==> config.mk <==
export PLATFORM = sky130hd
export DESIGN_NAME = multistage_down_counter
export DESIGN_NICKNAME = d
export VERILOG_FILES = /design/src/rtl/multistage_down_counter.sv
export SDC_FILE = /design/constraint.sdc
export NUM_CORES = 1
export LEC_CHECK = 0
export CAP_MARGIN = 20
export CORE_UTILIZATION = 35
export CTS_CLUSTER_SIZE = 14
export DETAILED_ROUTE_END_ITERATION = 6
export SLEW_MARGIN = 5
export SYNTH_ARGS = -nofsm -noshare
export SYNTH_HDL_FRONTEND = slang
export SYNTH_SLANG_ARGS = --single-unit
==> constraint.sdc <==
create_clock -name clk -period 1.9 [get_ports clk]
set_input_delay 0.285 -clock clk [delete_from_list [all_inputs] [get_ports clk]]
set_output_delay 0.285 -clock clk [all_outputs]
set_load 0.1 [all_outputs]
==> src/rtl/multistage_down_counter.sv <==
// Loadable down-counting interval timer built from a chain of narrow sub-counters.
// Optional macro MSDC_PRELOAD_EN allows a running count to be restarted by a new load.
module multistage_down_counter #(
    parameter int WIDTH   = 5,
    parameter int STAGE_W = 2
) (
    input  logic             clk,
    input  logic             reset,
    input  logic             en,
    input  logic             load_valid,
    output logic             load_ready,
    input  logic [WIDTH-1:0] load_value,
    input  logic             auto_reload,
    input  logic             abort,
    output logic [WIDTH-1:0] cnt,
    output logic             busy,
    output logic             done
);

    localparam int NSTAGES = (WIDTH + STAGE_W - 1) / STAGE_W;

    typedef enum logic {
        ST_IDLE = 1'b0,
        ST_RUN  = 1'b1
    } state_t;

    state_t             r_state;
    logic [WIDTH-1:0]   r_cnt;
    logic [WIDTH-1:0]   r_reload;
    logic               r_done;

    logic [NSTAGES-1:0] w_zero;
    logic [NSTAGES-1:0] w_borrow;
    logic [WIDTH-1:0]   w_cnt_dec;
    logic               w_zero_all;
    logic               w_dec;
    logic               w_terminal;
    logic               w_load_ready;
    logic               w_load_acc;

    // A stage steps only when every stage below it is zero, so each borrow is a short AND chain.
    for (genvar k = 0; k < NSTAGES; k++) begin : g_stage
        localparam int LO = k * STAGE_W;
        localparam int SW = (k == NSTAGES - 1) ? (WIDTH - LO) : STAGE_W;

        assign w_zero[k] = (r_cnt[LO +: SW] == {SW{1'b0}});

        if (k == 0) begin : g_first
            assign w_borrow[k] = w_dec;
        end else begin : g_upper
            assign w_borrow[k] = w_borrow[k-1] & w_zero[k-1];
        end

        assign w_cnt_dec[LO +: SW] = w_borrow[k] ? (r_cnt[LO +: SW] - SW'(1'b1))
                                                 : r_cnt[LO +: SW];
    end

    assign w_zero_all = &w_zero;
    assign w_dec      = (r_state == ST_RUN) & en & ~abort & ~w_zero_all;
    assign w_terminal = (r_state == ST_RUN) & en & ~abort &  w_zero_all;

`ifdef MSDC_PRELOAD_EN
    assign w_load_ready = ~abort;
`else
    assign w_load_ready = (r_state == ST_IDLE) & ~abort;
`endif

    assign w_load_acc = load_valid & w_load_ready;

    assign load_ready = w_load_ready;
    assign cnt        = r_cnt;
    assign busy       = (r_state == ST_RUN);
    assign done       = r_done;

    // Control FSM: load, count, terminal reload/stop and abort handling.
    always_ff @(posedge clk or posedge reset) begin
        if (reset) begin
            r_state  <= ST_IDLE;
            r_cnt    <= {WIDTH{1'b0}};
            r_reload <= {WIDTH{1'b0}};
            r_done   <= 1'b0;
        end else begin
            r_done <= 1'b0;
            case (r_state)
                ST_IDLE: begin
                    if (w_load_acc) begin
                        r_cnt    <= load_value;
                        r_reload <= load_value;
                        r_state  <= ST_RUN;
                    end else begin
                        r_state  <= ST_IDLE;
                    end
                end
                ST_RUN: begin
                    if (abort) begin
                        r_cnt   <= {WIDTH{1'b0}};
                        r_state <= ST_IDLE;
                    end else if (w_terminal) begin
                        r_done <= 1'b1;
                        // A coincident restart load beats both reload and stop.
                        if (w_load_acc) begin
                            r_cnt    <= load_value;
                            r_reload <= load_value;
                        end else if (auto_reload) begin
                            r_cnt    <= r_reload;
                        end else begin
                            r_state  <= ST_IDLE;
                        end
                    end else if (w_load_acc) begin
                        r_cnt    <= load_value;
                        r_reload <= load_value;
                    end else if (w_dec) begin
                        r_cnt    <= w_cnt_dec;
                    end else begin
                        r_cnt    <= r_cnt;
                    end
                end
                default: begin
                    r_state <= ST_IDLE;
                    r_cnt   <= {WIDTH{1'b0}};
                end
            endcase
        end
    end

endmodule

Word level (Yosys, flattened, before mapping)
Index checks and enable logic that the tools add are counted.
{"block": "totals", "regBits": 12, "inputBits": 11, "elab_cells": 55}
{"block": "classes", "addsub": 3, "n_eq_ne": 6, "mux": 22, "n_bitwise": 12, "n_reduce_logical": 6}
{"cell": "5-bit 2-to-1 mux", "n": 9}
{"cell": "5-bit one-hot mux with 2 select lines", "n": 2}
{"cell": "5-bit by 2-bit inequality test with 1-bit output (second input constant)", "n": 3}
{"cell": "1-bit 2-to-1 mux", "n": 9}
{"cell": "1-bit AND", "n": 8}
{"cell": "4-bit AND reduction", "n": 2}
{"cell": "3-bit AND reduction", "n": 2}
{"cell": "5-bit by 4-bit inequality test with 1-bit output (second input constant)", "n": 1}
{"cell": "2-bit zero test", "n": 2}
{"cell": "2-bit inequality test (second input constant)", "n": 2}
{"cell": "1-bit NOT", "n": 4}
{"cell": "2-bit by 1-bit subtractor with 2-bit output (second input constant)", "n": 2}
{"cell": "2-bit 2-to-1 mux", "n": 1}
{"cell": "1-bit one-hot mux with 2 select lines", "n": 1}
{"cell": "1-bit subtractor (second input constant)", "n": 1}

Logic depth before layout (Yosys ltp)
{"block": "depth", "ltp_word": 12, "depth_mapped": 6, "mapped_depth_nobuf": 6}

Least setup slack after synthesis
No wires, ideal clock.
{"block": "synth_timing", "path_type": "register -> output", "from": "register r_state (netlist: busy)", "to": "output port load_ready", "arrival_time_ps": 2344, "setup_slack_ps": -729, "stages_incl_launch_ff": 3, "n_path_buf": 1, "path_cell_list": "dfrtp_1 > clkbuf_1 > nor2_1"}
{"block": "synth_via", "elab_chain_cells": 2}
{"item": "from (decl)", "line": "27", "source": "state_t r_state;"}
{"item": "from (signal assigned)", "line": "78", "source": "r_state <= ST_IDLE;"}
{"item": "from (signal assigned)", "line": "89", "source": "r_state <= ST_RUN;"}
{"item": "from (signal assigned)", "line": "91", "source": "r_state <= ST_IDLE;"}
{"item": "1-bit NOT"}
{"item": "1-bit AND", "line": "65", "source": "assign w_load_ready = (r_state == ST_IDLE) & ~abort;"}
{"item": "to (decl)", "line": "11", "source": "output logic load_ready,"}
Every way passes these cells.

Worst setup path after layout
{"block": "layout_timing", "from": "register r_cnt[2] (netlist: cnt[2])", "to": "register r_cnt[4] (netlist: cnt[4])"}
{"block": "layout_via", "elab_chain_cells": 8, "word_cells_on_any_way": 14, "classes_between": "3 x eq/ne; 3 x mux; 5 x bitwise; 3 x reduce/logical"}
{"item": "from (decl)", "line": "28", "source": "logic [WIDTH-1:0] r_cnt;"}
{"item": "from (signal assigned)", "line": "79", "source": "r_cnt <= {WIDTH{1'b0}};"}
{"item": "from (signal assigned)", "line": "87", "source": "r_cnt <= load_value;"}
{"item": "from (signal assigned)", "line": "96", "source": "r_cnt <= {WIDTH{1'b0}};"}
{"item": "2-bit zero test (*)", "line": "46", "source": "assign w_zero[k] = (r_cnt[LO +: SW] == {SW{1'b0}});"}
{"item": "3-bit AND reduction", "line": "58", "source": "assign w_zero_all = &w_zero;"}
{"item": "1-bit NOT", "line": "59", "source": "assign w_dec = (r_state == ST_RUN) & en & ~abort & ~w_zero_all;"}
{"item": "1-bit AND", "line": "59"}
{"item": "1-bit AND (2 in a row)", "line": "51", "source": "assign w_borrow[k] = w_borrow[k-1] & w_zero[k-1];"}
{"item": "5-bit by 2-bit inequality test with 1-bit output (no line)"}
{"item": "4-bit AND reduction (no line)"}
Every way passes the cells marked *; elsewhere a longest branch is shown, timed or not.
A chain may end at the register's enable or synchronous reset.

==> impl_results.md <==
- Largest net degree at the start of global routing: 15
- Setup WS pre-CTS: 0.01272 ns
- Share of the synthesized area in the top cell type: a little over two fifths
- Layout Nets: 110
- PwrDens: approximately 1000 nW/um^2
- Mean post-synth cell area: ~10 um^2
- CP required: ~2.1 ns
- Initial Util: between 30% and 40%
- 1st-pass router iterations: 4
- Slew headroom: 68.58%
- IO Port Bufs: 18
- HPWL after DPL: 1.141 mm
- Setup TNS Final: 0 ns
- Clock sink total: 12
- RD Place Congestion: approximately 0.76
- Final min period: 1.719 ns
- Syn nets: about 80
- Synth cell types: 26
- First-pass GRT wire length: ~2.5 mm
- Met1 usage: 24.46%
- Critical Path Source Type: flip-flop
- Post-CTS resize count: 0
- Setup violations, final: 0
- Met2 usage: between 20% and 30%
- Clock Latency Late Sink: 0.28 ns
- Setup Fix Bufs, Post-CTS: 0
- Warnings from Yosys: 0
- Die Y: roughly 46 um
- Rows: 15
- Layout cells sized above 1: 30.21%
- Area Overhead vs Synth: 43.69%
- CORE AREA: 1783 um^2
- Worst EP arrival: between 1.5 and 2 ns
- DP Cell Count: around 120
- Clk slew on worst S/H paths: 0.08 ns
- Worst VDD drop: ~440 uV
- Setup CP Type: reg2reg
- Hold crit path type: in2async
- Critical Path Start: cnt[2]
- FF+latch count, synth: 12
- # DRC: 0
- Setup crit end: cnt[4]
- ANT cells: 0
- FF-to-FF path depth: 6
- Post-synthesis sequential area ratio: a little over two fifths
- P_leak: around 0.00044 uW
- Number of global-route vias before repair: 547
- Routed WL: between 1 and 1.5 mm
- Clock buffer depth: 2
- Clock Skew: approximately 0.011 ns
- Status: finished clean
- Routed len/inst: roughly 12 um
- Total track usage: between 10% and 20%
- Transition time of the tightest slew-check pin: 0.4708 ns
- Number of synthesized flops with an enable pin: 0
- Number of max-slew violations in the final report: 0
- CTS tree: done
- Pwr Total: around 1000 uW
- Cells after synthesis: between 60 and 70
- # H-tree levels: 1
- Hold Buf Count CTS: 0
- Number of I/O pins: 19
- R2r startpoint: cnt[2]
- Starting DRC count in detailed routing: 9
- GR Util met3: slightly below 4%
- Total Die Area: approximately 2100 um^2
- Register-to-register setup slack: ~0.18 ns
- CP Capture Type: flip-flop
- Asr flop ratio synth: 100.0%
- Yosys top cell by area: dfrtp_1
- Max_cap viols: 0
- Unrepaired setup endpoints after global routing: no
- Via density per instance: roughly 4.8
- Cts bufs inserted: 3
- Top FF cell, synth: dfrtp_1
- Final non-filler cell total: roughly 120
- Final setup margin: ~0.18 ns
- Antenna viol nets, final: 0
- Root buffer cell: clkbuf_4
- Synth Cell Area: just under 700 um^2
- Final hold viol count: 0
- FMAX: roughly 580 MHz
- Worst Path Max Fanout: 3
- Via Count: a little under 600
- GRT Max-Usage Layer: met2
- Largest cells by area after synthesis: dfrtp_1, nor2_1, inv_1, o32ai_1, ha_1
- Worst R2R End: cnt[4]
- Total gr overflow: 0
- Tcrit/Tclk final: around nine tenths
- Antenna violations before repair: 0
- Die X: between 40 and 50 um
## per-stage QoR
| step | util [%] | hold slack [ns] | cell area (um^2) |
|---|---|---|---|
| 6_report | 55.16 | 0.3126 | 983.4 |
| 5_1_grt | 55.16 | 0.3630 | 983.4 |
| 4_1_cts | 55.16 | 0.3310 | 983.4 |
| 3_5_place_dp | 53.68 | 0.4846 | 957.2 |
| 3_3_place_gp | 53.68 | 0.4763 | 957.2 |
| 2_1_floorplan | - | 0.1495 | 703.2 |
## power breakdown
group | switching (uW) | internal [uW] | total [uW]
registers | 38.1 | 310 | 348
clock network | 89.7 | 81.4 | 171
logic | 330 | 148 | 478
## metal layers
metal  part of all wire, %  routed length, um
met1                    49                717
met2                    45                661
met3                   4.4                 64
met4                   1.9                 28
met5                     0                  0
## worst min path at each step
stage	start	endpoint	slack, ns
detailed placement	r_reload[1]	r_reload[1]	0.48
finish	reset	cnt[2]	0.31
floorplan	reset	cnt[4]	0.15
global route	reset	cnt[2]	0.36
global placement	r_reload[3]	r_reload[3]	0.48
CTS	reset	cnt[2]	0.33
## final cells by class
class | count | area, um^2
Inverter | 8 | 30.03
Multi-Input combinational cell | 47 | 346.6
Sequential cell | 12 | 311.5
Tap cell | 25 | 31.28
Fill cell | 166 | 799.5
Clock buffer | 4 | 26.28
Timing Repair Buffer | 25 | 237.7
## cell families after synthesis
| family | count (synthesis) | synth area share (%) |
|---|---|---|
| AOI/OAI and AO/OA | 19 | 23.40 |
| muxes | 3 | 5.484 |
| DFF | 12 | 43.88 |
| adders and majority gates | 2 | 3.656 |
| buffers and inverters | 10 | 6.581 |
| and+or+nand+nor | 23 | 17.00 |
## flip-flops by register name, indices dropped and copies added, names as in the netlist
name,cells
cnt,5
r_reload,5
busy,1
done,1
## synthesized netlist by cell type (all sizes together) (2+ instances only)
master,number
mux2,3
a31oi,2
o2bb2ai,2
a21boi,2
inv,8
dfrtp,12
ha,2
o211ai,3
o21ai,5
nand2b,3
o32ai,3
nor2,9
nand2,6
## cells in the final DEF, fill, tap and decap left out, types with 2 or more instances in the layout
cell type        count
o2bb2ai_1            2
nand2b_1             3
ha_1                 2
clkdlybuf4s50_1     10
clkbuf_4             3
inv_1                8
buf_12               2
mux2_1               2
dfrtp_1              7
o21ai_1              3
nor2_1               8
dfrtp_4              2
o32ai_1              3
a21boi_1             2
a31oi_1              2
buf_4               13
nand2_1              6
o211ai_1             2
dfrtp_2              3
## critical path, stage by stage (launching register included)
cell      delay [ns]
dfrtp_4         0.49
inv_1           0.08
ha_1            0.21
nor3b_2         0.33
o211ai_4        0.13
o21ai_2         0.08
mux2_4          0.30
(Power assumes the default switching activity.)
